**config.mk**
```make
export PLATFORM = sky130hd
export DESIGN_NAME = uart_rx
export DESIGN_NICKNAME = d
export VERILOG_FILES = /design/src/rtl/uart_rx.sv
export SDC_FILE = /design/constraint.sdc
export NUM_CORES = 1
export LEC_CHECK = 0
export BUFFER_PORTS_ARGS = -buffer_cell sky130_fd_sc_hd__buf_2
export CAP_MARGIN = 0
export CORE_MARGIN = 2
export CORE_UTILIZATION = 45
export DETAILED_ROUTE_END_ITERATION = 6
export GPL_TIMING_DRIVEN = 0
export PLACE_DENSITY = 0.61
export SYNTH_ARGS = -nofsm -noshare
export SYNTH_HDL_FRONTEND = slang
export SYNTH_SLANG_ARGS = --single-unit
```
**constraint.sdc**
```tcl
create_clock -name sourceClk -period 3.5 [get_ports sourceClk]
set_clock_uncertainty 0.1 [all_clocks]
set_input_delay 0.35 -clock sourceClk [delete_from_list [all_inputs] [get_ports sourceClk]]
set_output_delay 0.35 -clock sourceClk [all_outputs]
set_load 0.005 [all_outputs]
```
**src/rtl/uart_rx.sv**
```systemverilog
// 8N1 asynchronous serial receiver: two-flop synchroniser, mid-bit sampling,
// LSB-first shift, stop-bit check and a valid/ack hand-off of each good byte.
module uart_rx #(
  parameter int CLK_FREQ = 48000000,
  parameter int BAUD     = 115200
) (
  input  logic       sourceClk,
  input  logic       reset,
  input  logic       rx_in,
  input  logic       rx_ack,
  output logic [7:0] rx_byte,
  output logic       rx_valid,
  output logic       rx_busy,
  output logic       frame_err,
  output logic       overrun
);

  localparam int CLKS_PER_BIT = CLK_FREQ / BAUD;
  localparam int HALF_BIT     = CLKS_PER_BIT / 2;
  localparam int CNT_W        = (CLKS_PER_BIT > 2) ? $clog2(CLKS_PER_BIT) : 1;
  localparam logic [CNT_W-1:0] HALF_LAST = CNT_W'(HALF_BIT - 1);
  localparam logic [CNT_W-1:0] BIT_LAST  = CNT_W'(CLKS_PER_BIT - 1);

  typedef enum logic [2:0] {
    IDLE,
    START,
    DATA,
    STOP,
    RECOVER
  } state_t;

  state_t           state_q, state_d;
  logic             sync1_q, rxS_q;
  logic [CNT_W-1:0] baudCnt_q, baudCnt_d;
  logic [2:0]       bitIdx_q, bitIdx_d;
  logic [7:0]       shift_q, shift_d;
  logic [7:0]       rxByte_q, rxByte_d;
  logic             rxValid_q, rxValid_d;
  logic             frameErr_q, frameErr_d;
  logic             overrun_q, overrun_d;

  always_ff @(posedge sourceClk) begin
    if (!reset) begin
      state_q    <= IDLE;
      sync1_q    <= 1'b1;
      rxS_q      <= 1'b1;
      baudCnt_q  <= '0;
      bitIdx_q   <= '0;
      shift_q    <= '0;
      rxByte_q   <= '0;
      rxValid_q  <= 1'b0;
      frameErr_q <= 1'b0;
      overrun_q  <= 1'b0;
    end else begin
      state_q    <= state_d;
      sync1_q    <= rx_in;
      rxS_q      <= sync1_q;
      baudCnt_q  <= baudCnt_d;
      bitIdx_q   <= bitIdx_d;
      shift_q    <= shift_d;
      rxByte_q   <= rxByte_d;
      rxValid_q  <= rxValid_d;
      frameErr_q <= frameErr_d;
      overrun_q  <= overrun_d;
    end
  end

  always_comb begin
    state_d    = state_q;
    baudCnt_d  = baudCnt_q;
    bitIdx_d   = bitIdx_q;
    shift_d    = shift_q;
    rxByte_d   = rxByte_q;
    rxValid_d  = rxValid_q;
    frameErr_d = 1'b0;
    overrun_d  = 1'b0;

    // An ack only matters while a byte is pending; a simultaneous good stop
    // bit below re-asserts valid with the fresh byte.
    if (rxValid_q && rx_ack) begin
      rxValid_d = 1'b0;
    end

    case (state_q)
      IDLE: begin
        if (!rxS_q) begin
          baudCnt_d = '0;
          state_d   = START;
        end
      end
      START: begin
        if (baudCnt_q == HALF_LAST) begin
          baudCnt_d = '0;
          bitIdx_d  = '0;
          state_d   = rxS_q ? IDLE : DATA;
        end else begin
          baudCnt_d = baudCnt_q + CNT_W'(1);
        end
      end
      DATA: begin
        if (baudCnt_q == BIT_LAST) begin
          baudCnt_d = '0;
          shift_d   = {rxS_q, shift_q[7:1]};
          if (bitIdx_q == 3'd7) begin
            state_d = STOP;
          end else begin
            bitIdx_d = bitIdx_q + 3'd1;
          end
        end else begin
          baudCnt_d = baudCnt_q + CNT_W'(1);
        end
      end
      STOP: begin
        if (baudCnt_q == BIT_LAST) begin
          baudCnt_d = '0;
          if (rxS_q) begin
            state_d = IDLE;
            if (rxValid_q && !rx_ack) begin
              overrun_d = 1'b1;
            end else begin
              rxByte_d  = shift_q;
              rxValid_d = 1'b1;
            end
          end else begin
            frameErr_d = 1'b1;
            state_d    = RECOVER;
          end
        end else begin
          baudCnt_d = baudCnt_q + CNT_W'(1);
        end
      end
      RECOVER: begin
        if (rxS_q) begin
          state_d = IDLE;
        end
      end
      default: begin
        state_d = IDLE;
      end
    endcase
  end

  assign rx_byte   = rxByte_q;
  assign rx_valid  = rxValid_q;
  assign rx_busy   = (state_q != IDLE);
  assign frame_err = frameErr_q;
  assign overrun   = overrun_q;

endmodule

```
==> results of run 1 <==
## Yosys cell counts (all sizes together) (4+ instances only)
cell type	count	area (sq um)
or3	4	25.0
nand2b	8	50.1
mux2i	9	90.1
a21oi	15	75.1
nand3	7	40.0
dfxtp	36	721
o21ai	5	25.0
nand2	23	88.8
clkbuf	5	18.8
and3	4	25.0
nor3	5	25.0
nor2	24	90.1
## per-stage QoR
stage          setup WS [ps]  cell area (sq um)  std cells
6_report                1140               1780        253
5_1_grt                  920               1780        253
4_1_cts                 1130               1780        253
3_5_place_dp            1160               1720        245
3_3_place_gp            1210               1720        245
2_1_floorplan           1500               1590        184
## cell families after synthesis
kind of cell,share of synthesized area (%)
compound gates,15.4
buf+inv,2.60
xor+xnor,0.553
simple gates,27.9
fa+ha+maj,2.37
flops,45.5
mux,5.68
## critical path, stage by stage (launching register included)
cell and delay [ps]:
dfxtp_1 420, ha_1 270, nand3_2 190, nor3_1 440
or3b_1 380, buf_2 210, mux2i_1 180, nor2_1 50
## cell usage in the layout, fill, tap and decap left out, types with 2 or more instances in the layout
cell type  instances
a21o_1             3
a21oi_1           15
and3_1             4
buf_2             18
clkbuf_1           6
clkbuf_4           5
dfxtp_1           36
ha_1               3
inv_1              2
mux2i_1            9
nand2_1           22
nand2b_1           8
nand3_1            6
nor2_1            24
nor2b_1            3
nor3_1             5
nor3b_1            2
o21a_1             2
o21ai_1            4
o2bb2ai_1          3
o31ai_2            2
or3_1              4
or3b_1             2
## layer usage
metal	part of all wire (%)	GRT usage, %
met5	0	0
met1	49	25.6
met3	5.0	5.36
met4	1.9	8.15
met2	44	28.3
## sequential cells by signal (all words and copies together), names as in the netlist
name	count
rx_valid	1
state_q	3
rxS_q	1
frame_err	1
shift_q	8
rx_byte	8
sync1_q	1
bitIdx_q	3
baudCnt_q	9
overrun	1
## how the worst max path moves through the flow
stage	start	to	slack, ps	depth (start not counted)
floorplan	baudCnt_q[0]$_SDFFE_PN0P_	rx_byte[0]$_SDFFE_PN0P_	1500	7
global placement	baudCnt_q[0]$_SDFFE_PN0P_	rx_byte[7]$_SDFFE_PN0P_	1210	7
detailed placement	baudCnt_q[0]$_SDFFE_PN0P_	rx_byte[0]$_SDFFE_PN0P_	1160	7
CTS	baudCnt_q[0]$_SDFFE_PN0P_	rx_byte[6]$_SDFFE_PN0P_	1130	7
global route	baudCnt_q[0]$_SDFFE_PN0P_	rx_byte[0]$_SDFFE_PN0P_	920	7
finish	baudCnt_q[0]$_SDFFE_PN0P_	rx_byte[6]$_SDFFE_PN0P_	1140	7
## power breakdown
part           internal, mW  total (mW)  switching (mW)
registers             0.412       0.414         0.00223
logic               0.00846      0.0254          0.0169
clock network        0.0984       0.242           0.144
total                 0.518       0.681           0.163
## cell type report
cell class	instances	area (sq um)
Clock buffer	7	55.1
Inverter	2	7.51
Tap cell	46	57.6
Buffer	8	33.8
Multi-Input combinational cell	138	823
Fill cell	350	1580
Clock inverter	1	7.51
Sequential cell	36	721
Timing Repair Buffer	15	75.1
==> reports/qor.yml, run 1 <==
antennaDiodeCount: 0
clock.fmax_ghz: 0.423
synth.distinct_cells: 39
synth_fp_nets: 191
rows: 21
ctsLongestPathBuffers: 2
crit_required_ps: 3630
final_hold_viol_count: 0
synthCells: 184
grt_max_degree: 12
grt_pass1_wl_um: 5970
async_flop_share_pct: 0
setup_violations: 0
yosysSeqAreaShare_pct: 45.5
outcome: "finished, final reports clean"
cts_sinks: 36
drt-total-wl_um: 3350
worstHoldEndpoint: "sync1_q$_SDFF_PN1_"
wl_per_cell_um: 13.2
power_uw: 681
power_density_mw_per_mm2: 383
r2r_cells: 7
peakVddDrop_mv: 0.211
hp-class: "input pin to flip-flop"
die_y_um: 63.4
initial_core_util_pct: 47.1
port_buffers: 15
fin_util_pct: 52.9
grt_pass1_vias: 1232
period_share_pct: 67.5
rsz0062_at_grt: "false"
dp_hpwl_um: 2360
place_congestion: 0.818
clock_latency_ps: 350
ctsHoldBuffers: 0
crit_arrival_ps: 2500
core_sq_mm: 0.00336
synth_area_sq_mm: 0.00159
drv_slew: 0
start_kind: "flip-flop"
crit_fanout: 8
die_x_um: 63.4
max_slew_margin_pct: 65.1
hold_slack_ps: 91.7
clockRootBuffer: "clkbuf_4"
postCtsSetupRepairBufs: 0
synth-seq-cells: 36
synth_edf_count: 0
htree_levels: 2
nets: 213
worstHoldPathCells: 2
critical_path_class: "flip-flop to flip-flop"
min_period_ps: 2360
vias: 1341
antenna_found_initial: 0
path_clk_slew_ps: 110
r2r_end: "rx_byte[6]$_SDFFE_PN0P_"
r2r-start: "baudCnt_q[0]$_SDFFE_PN0P_"
drv_cap: 0
critPathCaptureType: "flip-flop"
worst_pin_slew_ps: 523
via_per_inst: 5.30
regToRegSetupSlack_ps: 1140
cts_tree: "yes"
dieArea_sq_mm: 0.00401
leakagePower_nw: 0.726
grt_use_total_pct: 19.0
cts_resized: 0
ios: 16
syn_area_per_cell_sq_um: 8.62
drtAntennaViolNets: 0
cts_made_buffers: 5
yosysWarnings: 0
detailedRoute.firstPassIterationCount: 4
drive_above_1_share_pct: 14.5
syn_to_final_growth_pct: 12.3
drc: 0
synthFlopType: "dfxtp_1"
overflow: 0
hp-start: "rx_in"
timing.setup.tns_ps: 0
drt_iter0_drc: 76
Note: power is estimated with default switching activity, not from simulation.
==> run 2, diff against run 1 <==
==> constraint.sdc (replaced) <==
create_clock -name sourceClk -period 2.35 [get_ports sourceClk]
set_clock_uncertainty 0.1 [all_clocks]
set_input_delay 0.235 -clock sourceClk [delete_from_list [all_inputs] [get_ports sourceClk]]
set_output_delay 0.235 -clock sourceClk [all_outputs]
set_load 0.005 [all_outputs]
==> run 2 against run 1 <==
Worst setup slack worse by 970 ps. Register-to-register slack got worse by 970 ps. Highest routed layer unchanged. Clock power increased by 48%. Critical path depth did not move.
==> reports/qor.yml, run 2 (synthesis results as in run 1) <==
hold_slack_ps: 67.4  # was 91.7 ps
power_density_mw_per_mm2: 555  # was 383 mW/mm^2
grt_pass1_vias: 1258  # was 1232
crit_arrival_ps: 2320  # was 2500 ps
cts_tree: "yes"  # unchanged
busiest_layer: "met2"  # unchanged
nets: 214  # was 213
initial_core_util_pct: 47.1  # unchanged
min_period_ps: 2190  # was 2360 ps
final_hold_viol_count: 0  # unchanged
grt_util_met1_pct: 25.6  # unchanged
cts_made_buffers: 5  # unchanged
period_share_pct: 93.0  # was 67.5%
largest_reg_flops: 9  # unchanged
drc: 0  # unchanged
start_kind: "flip-flop"  # unchanged
core_sq_mm: 0.00336  # unchanged
power_mw: 1.01  # was 681 uW
die_x_um: 63.4  # unchanged
crit_required_ps: 2480  # was 3630 ps
drt-total-wl_um: 3390  # was 3350 um
rsz0062_at_grt: "false"  # unchanged
timing.setup.tns_ps: 0  # unchanged
final_common_cell: "dfxtp_1"  # unchanged
htree_levels: 2  # unchanged
grt_pass1_wl_um: 6050  # was 5970 um
drv_cap: 0  # unchanged
die_y_um: 63.4  # unchanged
drt_iter0_drc: 105  # was 76
clkPwrFrac_pct: 35.3  # was 35.5%
crit_fanout: 8  # unchanged
vias: 1349  # was 1341
overflow: 0  # unchanged
pre_cts_slack_ps: 5.23  # was 1160 ps
power.share.sequential_pct: 60.8  # was 60.7%
swShare_pct: 23.7  # was 23.9%
clock_latency_ps: 350  # about the same
ios: 16  # unchanged
final_cell_mix: "36 x dfxtp_1, 24 x nor2_1, 22 x nand2_1"  # unchanged
largest_register: "baudCnt_q"  # unchanged
cts_sinks: 36  # unchanged
dieArea_sq_mm: 0.00401  # unchanged
leakagePower_nw: 0.750  # was 0.726 nW
internal-power_uw: 773  # was 518 uW
antenna_found_initial: 0  # unchanged
switching_power_uw: 241  # was 163 uW
drive_above_1_share_pct: 14.9  # was 14.5%
fin_util_pct: 54.3  # was 52.9%
path_clk_slew_ps: 110  # about the same
antennaDiodeCount: 0  # unchanged
hp-class: "input pin to flip-flop"  # unchanged
critPathCaptureType: "flip-flop"  # unchanged
critical_path_class: "flip-flop to flip-flop"  # unchanged
grt_use_total_pct: 19.2  # was 19.0%
dp_hpwl_um: 2360  # unchanged
use_met2_pct: 28.7  # was 28.3%
setup_violations: 0  # unchanged
grt_util_met3_pct: 5.54  # was 5.36%
peakVddDrop_mv: 0.306  # was 0.211 mV
clockRootBuffer: "clkbuf_4"  # unchanged
place_congestion: 0.818  # unchanged
syn_to_final_growth_pct: 15.2  # was 12.3%
detailedRoute.firstPassIterationCount: 4  # unchanged
drtAntennaViolNets: 0  # unchanged
port_buffers: 15  # unchanged
p_comb_share_pct: 3.9  # was 3.7%
worst_pin_slew_ps: 510  # was 523 ps
wl_per_cell_um: 13.4  # was 13.2 um
drv_slew: 0  # unchanged
clock.fmax_ghz: 0.457  # was 0.423 GHz
ctsLongestPathBuffers: 2  # unchanged
rows: 21  # unchanged
outcome: "finished, final reports clean"  # unchanged
grt_max_degree: 12  # unchanged
worst_slack_ps: 164  # was 1140 ps
via_per_inst: 5.31  # was 5.30
max_slew_margin_pct: 66.0  # was 65.1%
-- run 2: cell type report --
| class | instances | area, sq um |
|---|---|---|
| Buffer | 8 | 33.8 |
| Clock buffer | 7 | 55.1 |
| Clock inverter | 1 | 7.51 |
| Fill cell | 344 | 1540 |
| Inverter | 2 | 7.51 |
| Multi-Input combinational cell | 138 | 860 |
| Sequential cell | 36 | 721 |
| Tap cell | 46 | 57.6 |
| Timing Repair Buffer | 16 | 85.1 |
-- run 2: through the flow --
step           instance area, sq um  instances
2_1_floorplan                  1590        184
3_3_place_gp                   1720        245
3_5_place_dp                   1720        245
4_1_cts                        1800        254
5_1_grt                        1830        254
6_report                       1830        254
-- run 2: per-layer routing --
layer  up-vias  wire length [um]
met5         -                 0
met4         0                73
met3         8               132
met2        38              1490
met1       612              1690
li1        691                 -
-- run 2: worst max-delay path: stages (launching register included) --
cell and delay, ps:
dfxtp_1 410, ha_1 300, nand3_4 190, nor3_4 260, or3b_1 360, buf_2 210, mux2i_1 180, nor2_1 50
-- run 2: final timing paths --
kind / to / startpoint / cells past startpoint / slack, ps
worst max-delay path: rx_byte[6]$_SDFFE_PN0P_ / baudCnt_q[0]$_SDFFE_PN0P_ / 7 / 160
worst min-delay path: rxS_q$_SDFF_PN1_ / reset / 2 / 70
worst max register to register: rx_byte[6]$_SDFFE_PN0P_ / baudCnt_q[0]$_SDFFE_PN0P_ / 7 / 160
worst min register to register: rxS_q$_SDFF_PN1_ / sync1_q$_SDFF_PN1_ / 1 / 320
-- run 2: power by group through the flow --
| stage | sequential (mW) | combinational [mW] | clock (mW) |
|---|---|---|---|
| 2_1_floorplan | 0.629 | 0.0250 | 0 |
| 3_3_place_gp | 0.630 | 0.0367 | 0 |
| 3_5_place_dp | 0.630 | 0.0376 | 0 |
| 4_1_cts | 0.616 | 0.0392 | 0.372 |
| 5_1_grt | 0.617 | 0.0446 | 0.393 |
| 6_report | 0.616 | 0.0395 | 0.358 |
-- run 2: timing repair --
item | 4_1_cts | 5_1_grt
buffers inserted | 0 | 0
pin swaps | 0 | 0
hold buffers | 1 | 0
hold endpoints to repair | 1 | 0
gates cloned | 0 | 0
gates resized for setup | 1 | 4
endpoints found under the setup margin | 8 | 9
